--- src/rtl/program_loader.sv ---
// Program loader: receives a length-prefixed little-endian byte stream and
// writes it word by word into instruction memory, holding the downstream
// core in reset until a load completes successfully.
// Optional feature macro: LOADER_CHECKSUM_EN adds an XOR trailer byte check.
module program_loader #(
    parameter int WORDS  = 256,
    parameter int ADDR_W = 8
) (
    input  logic              clk,
    input  logic              reset,
    input  logic              start,
    input  logic [7:0]        rx_data,
    input  logic              rx_valid,
    output logic              rx_ready,
    output logic              imem_we,
    output logic [ADDR_W-1:0] imem_addr,
    output logic [31:0]       imem_wdata,
    output logic              core_reset,
    output logic              busy,
    output logic              done,
    output logic              err,
    output logic [15:0]       words_loaded
);

    typedef enum logic [2:0] {
        IDLE,
        LEN0,
        LEN1,
        DATA,
        WAIT,
        DONE,
        ERROR
`ifdef LOADER_CHECKSUM_EN
        , CSUM
`endif
    } state_t;

    state_t      state;
    state_t      next_state;

    logic [7:0]  len_lo;
    logic [15:0] len;
    logic [15:0] len_full;
    logic [15:0] words_rcvd;
    logic [1:0]  lane;
    logic [23:0] word_buf;
    logic        accept;
    logic        restart;
    logic        last_byte;
`ifdef LOADER_CHECKSUM_EN
    logic [7:0]  csum;
`endif

    // Handshake, length assembly and end-of-payload detection shared by both processes
    always_comb begin
        rx_ready   = (state == LEN0) || (state == LEN1) || (state == DATA);
`ifdef LOADER_CHECKSUM_EN
        rx_ready   = rx_ready || (state == CSUM);
`endif
        accept     = rx_valid && rx_ready;
        restart    = start && ((state == IDLE) || (state == DONE) || (state == ERROR));
        len_full   = {rx_data, len_lo};
        last_byte  = (lane == 2'd3) && ((words_rcvd + 16'd1) == len);
        busy       = (state == LEN0) || (state == LEN1) || (state == DATA) || (state == WAIT);
`ifdef LOADER_CHECKSUM_EN
        busy       = busy || (state == CSUM);
`endif
        done       = (state == DONE);
        err        = (state == ERROR);
        core_reset = (state != DONE);
    end

    // State register with synchronous active-low reset
    always_ff @(posedge clk) begin
        if (!reset) begin
            state <= IDLE;
        end else begin
            state <= next_state;
        end
    end

    // Next-state logic
    always_comb begin
        next_state = state;
        case (state)
            IDLE:  if (start) next_state = LEN0;
            LEN0:  if (accept) next_state = LEN1;
            LEN1: begin
                if (accept) begin
                    if (len_full > 16'(WORDS)) begin
                        next_state = ERROR;
                    end else if (len_full == 16'd0) begin
`ifdef LOADER_CHECKSUM_EN
                        next_state = CSUM;
`else
                        next_state = DONE;
`endif
                    end else begin
                        next_state = DATA;
                    end
                end
            end
            DATA:  if (accept && last_byte) next_state = WAIT;
`ifdef LOADER_CHECKSUM_EN
            WAIT:  next_state = CSUM;
            CSUM:  if (accept) next_state = (rx_data == csum) ? DONE : ERROR;
`else
            WAIT:  next_state = DONE;
`endif
            DONE:  if (start) next_state = LEN0;
            ERROR: if (start) next_state = LEN0;
            default: next_state = IDLE;
        endcase
    end

    // Datapath: length capture, byte-lane assembly, write strobe and address/count tracking
    always_ff @(posedge clk) begin
        if (!reset) begin
            len_lo       <= 8'd0;
            len          <= 16'd0;
            words_rcvd   <= 16'd0;
            lane         <= 2'd0;
            word_buf     <= 24'd0;
            imem_we      <= 1'b0;
            imem_addr    <= '0;
            imem_wdata   <= 32'd0;
            words_loaded <= 16'd0;
`ifdef LOADER_CHECKSUM_EN
            csum         <= 8'd0;
`endif
        end else begin
            imem_we <= 1'b0;
            if (imem_we) begin
                words_loaded <= words_loaded + 16'd1;
                if (imem_addr != ADDR_W'(WORDS - 1)) begin
                    imem_addr <= imem_addr + ADDR_W'(1);
                end
            end
            if (restart) begin
                imem_addr    <= '0;
                words_loaded <= 16'd0;
                words_rcvd   <= 16'd0;
                lane         <= 2'd0;
`ifdef LOADER_CHECKSUM_EN
                csum         <= 8'd0;
`endif
            end
            if (accept) begin
                case (state)
                    LEN0: len_lo <= rx_data;
                    LEN1: len    <= len_full;
                    DATA: begin
                        lane <= lane + 2'd1;
`ifdef LOADER_CHECKSUM_EN
                        csum <= csum ^ rx_data;
`endif
                        case (lane)
                            2'd0: word_buf[7:0]   <= rx_data;
                            2'd1: word_buf[15:8]  <= rx_data;
                            2'd2: word_buf[23:16] <= rx_data;
                            default: begin
                                imem_wdata <= {rx_data, word_buf};
                                imem_we    <= 1'b1;
                                words_rcvd <= words_rcvd + 16'd1;
                            end
                        endcase
                    end
                    default: ;
                endcase
            end
        end
    end

endmodule

--- config.mk ---
export PLATFORM = sky130hd
export DESIGN_NAME = program_loader
export DESIGN_NICKNAME = d
export VERILOG_FILES = /design/src/rtl/program_loader.sv
export SDC_FILE = /design/constraint.sdc
export NUM_CORES = 1
export LEC_CHECK = 0
export CAP_MARGIN = 0
export CORE_AREA = 2 2 104 106
export CTS_CLUSTER_DIAMETER = 50
export DETAILED_ROUTE_END_ITERATION = 16
export DIE_AREA = 0 0 106 108
export MAX_ROUTING_LAYER = met4
export PLACE_DENSITY = 0.86
export SYNTH_ARGS = -nofsm -noshare
export SYNTH_HDL_FRONTEND = slang
export SYNTH_SLANG_ARGS = --single-unit
--- constraint.sdc ---
create_clock -name clk -period 6.8 [get_ports clk]
set_clock_uncertainty 0.15 [all_clocks]
set_input_delay 2.04 -clock clk [delete_from_list [all_inputs] [get_ports clk]]
set_output_delay 2.04 -clock clk [all_outputs]
set_load 0.05 [all_outputs]
==> flow_metrics.env <==
export IMPL_tightest_slew_ns=1.11
export IMPL_setup_viol=0
export IMPL_timing_rr_start="state[0]"
export IMPL_required_ns=4.61
export IMPL_die_y_microns=108
export IMPL_antenna_left=0
export IMPL_cts_buffers=17
export IMPL_cts_sinks=126
export IMPL_gp_congestion=0.873
export IMPL_crit_chain="nor2b_1, nand2_1, inv_1, clkdlybuf4s50_1"
export IMPL_hold_viol_final=0
export IMPL_cp_num_buf_inv=2
export IMPL_ys_warnings_count=0
export IMPL_clk_path_buf_depth=2
export IMPL_firstDrtPassIters=6
export IMPL_cpPeakStageDelay_ns=0.79
export IMPL_drv_cap=0
export IMPL_seq_area_frac_synth_pct=44.6
export IMPL_irDropWorstVdd_mv=0.174
export IMPL_worstSetupEndpoint="done"
export IMPL_syn_inst=703
export IMPL_overflow=0
export IMPL_worstSetupEndpointType="output port"
export IMPL_syn_nets=723
export IMPL_ys_seq_elements=126
export IMPL_status="finished, final reports clean"
export IMPL_clkTransAtPathRegs_ns=0.06
export IMPL_clock_fmax_mhz=220
export IMPL_synthArstFlopShare_pct=0
export IMPL_place_hpwl_microns=9270
export IMPL_hp_class="flop to flop"
export IMPL_drc=0
export IMPL_critical_path_depth=4
export IMPL_start_kind="flop"
export IMPL_synth_edf_count=0
export IMPL_grt_pass1_wl_microns=22900
export IMPL_cts_tree="yes"
export IMPL_timing_final_crit_share_pct=66.7
export IMPL_num_vias=5175
export IMPL_r2r_end="words_rcvd[15]"
export IMPL_mostFrequentLayoutCell="nand2_1"
export IMPL_grt_usage_pct=25.6
export IMPL_syn_area_sq_mm=0.00565
export IMPL_rows=37
export IMPL_reg2reg_setup_slack_ns=3.79
export IMPL_cp_top_family="buffers and inverters"
export IMPL_fin_tns_setup_ns=0
export IMPL_power_density_mw_per_mm2=280
export IMPL_finalMaxSlewViolations=0
export IMPL_rsz0062_at_grt="no"
export IMPL_insertion_delay_ns=0.51
export IMPL_final_cell_mix="nand2_1 (171), dfxtp_1 (126), clkdlybuf4s50_1 (73), a21oi_1 (63), nor2_1 (44)"
export IMPL_io_buffers=73
export IMPL_grt_pass1_vias=4788
export IMPL_core_area_sq_mm=0.0102
export IMPL_antennaDiodeCount=0
export IMPL_dieArea_sq_mm=0.0114
export IMPL_io_pins=74
export IMPL_postCtsHoldBufs=0
export IMPL_arrival_ns=2.35
export IMPL_drive_gt1_share_pct=5.99
export IMPL_synthDistinctLibCells=55
export IMPL_fin_nets=775
export IMPL_ys_flop_type="dfxtp_1"
export IMPL_cts_resized=0
export IMPL_postCtsSetupBuffers=0
export IMPL_wl_microns=14300
export IMPL_rr_worst_depth=6
export IMPL_max_slew_margin_pct=25.6
export IMPL_area_growth_synth_to_final_pct=24.3
export IMPL_die_width_microns=106
export IMPL_cellLeakagePower_nw=2.48
export IMPL_grt_start_max_net_pins=55
export IMPL_hold_slack_ns=0.303
export IMPL_syn_area_per_cell_sq_um=8.04
export IMPL_antenna_found_initial=0
export IMPL_ctsHtreeMaxLevel=4
export IMPL_vias_per_cell=5.72
export IMPL_post_route_min_period_ns=4.54
export IMPL_crit_slowest_cell="clkdlybuf4s50_1"
export IMPL_avgRoutedWirePerCell_microns=15.8
export IMPL_path_class="flop to output port"
export IMPL_crit_fanout=14
export IMPL_drtIter0Drc=373
export IMPL_initial_core_util_pct=55.3
export IMPL_worstSetupStartpoint="state[0]"
export IMPL_root_buffer="clkbuf_8"
==> registers in the layout (all words and copies together) (netlist names) <==
register and cells:
len_lo 8, words_loaded 16, len 16, state 3
words_rcvd 16, imem_we 1, lane 2, imem_wdata 32
imem_addr 8, word_buf 24
==> synthesized netlist by cell type (7+ instances only) <==
| cell | number | area share (%) |
|---|---|---|
| o31ai_1 | 7 | 0.93 |
| nand2_1 | 171 | 11 |
| buf_2 | 11 | 0.97 |
| nand4_1 | 8 | 0.89 |
| nor2_1 | 44 | 2.9 |
| xnor2_1 | 16 | 2.5 |
| a21oi_1 | 63 | 5.6 |
| nand3_1 | 42 | 3.7 |
| o21ai_0 | 21 | 1.9 |
| xor2_1 | 25 | 3.9 |
| dfxtp_1 | 126 | 45 |
| and3_1 | 8 | 0.89 |
| inv_1 | 9 | 0.60 |
| a21boi_0 | 29 | 3.9 |
| clkbuf_1 | 31 | 2.1 |
| ha_1 | 8 | 1.8 |
==> routing by layer <==
layer	vias up	track usage (%)	share of wire, %
li1	2500	-	-
met1	2460	32.6	45
met2	187	41.3	48
met3	28	4.46	6.1
met4	0	9.59	1.5
met5	-	-	0
==> worst min-delay path by stage <==
stage                         startpoint  cells after the start              to
after global placement    imem_wdata[14]                      2  imem_wdata[14]
final                     imem_wdata[18]                      2  imem_wdata[18]
after detailed placement   imem_wdata[5]                      2   imem_wdata[5]
after floorplan              word_buf[0]                      2   imem_wdata[0]
after CTS                  imem_wdata[5]                      2   imem_wdata[5]
after global routing       imem_wdata[5]                      2   imem_wdata[5]
==> logic make-up after synthesis <==
kind of cell             share of synthesized area [%]
buffers and inverters                             3.96
adder cells (fa/ha/maj)                           1.77
XOR/XNOR                                          6.35
multiplexers                                     0.531
AND/OR/NAND/NOR                                   26.4
AO/OA/AOI/OAI                                     16.3
flip-flops                                        44.6
==> report_power, final <==
| part | leakage [nW] | switching, mW | total, mW | internal [mW] |
|---|---|---|---|---|
| clock | 0.308 | 0.333 | 0.949 | 0.616 |
| combinational | 1.15 | 0.150 | 0.227 | 0.0774 |
| sequential | 1.02 | 0.0302 | 0.789 | 0.759 |
| total | 2.48 | 0.513 | 1.96 | 1.45 |
==> per-stage QoR <==
| step | setup WS [ns] | util (%) | power, mW | cells | cell area (sq um) |
|---|---|---|---|---|---|
| global route | 2.10 | 68.7 | 2.03 | 904 | 7030 |
| detailed placement | 1.96 | 62.5 | 1.02 | 872 | 6400 |
| CTS | 2.24 | 68.7 | 1.97 | 904 | 7030 |
| finish | 2.26 | 68.7 | 1.96 | 904 | 7030 |
| floorplan | 2.99 | - | 0.965 | 703 | 5650 |
| global placement | 2.02 | 62.5 | 1.01 | 872 | 6400 |
==> worst min-delay path: stages, from the launching register on <==
cell and delay (ns):
dfxtp_1 0.31, nand2_1 0.05, a21oi_1 0.05
==> area by class of cell <==
| type | count | area [sq um] |
|---|---|---|
| Timing Repair Buffer | 77 | 761 |
| Sequential cell | 126 | 2520 |
| Multi-Input combinational cell | 523 | 2910 |
| Clock buffer | 19 | 442 |
| Inverter | 10 | 37.5 |
| Clock inverter | 13 | 186 |
| Tap cell | 136 | 170 |
| Fill cell | 774 | 3210 |
Power figures use the tool's default switching activity.
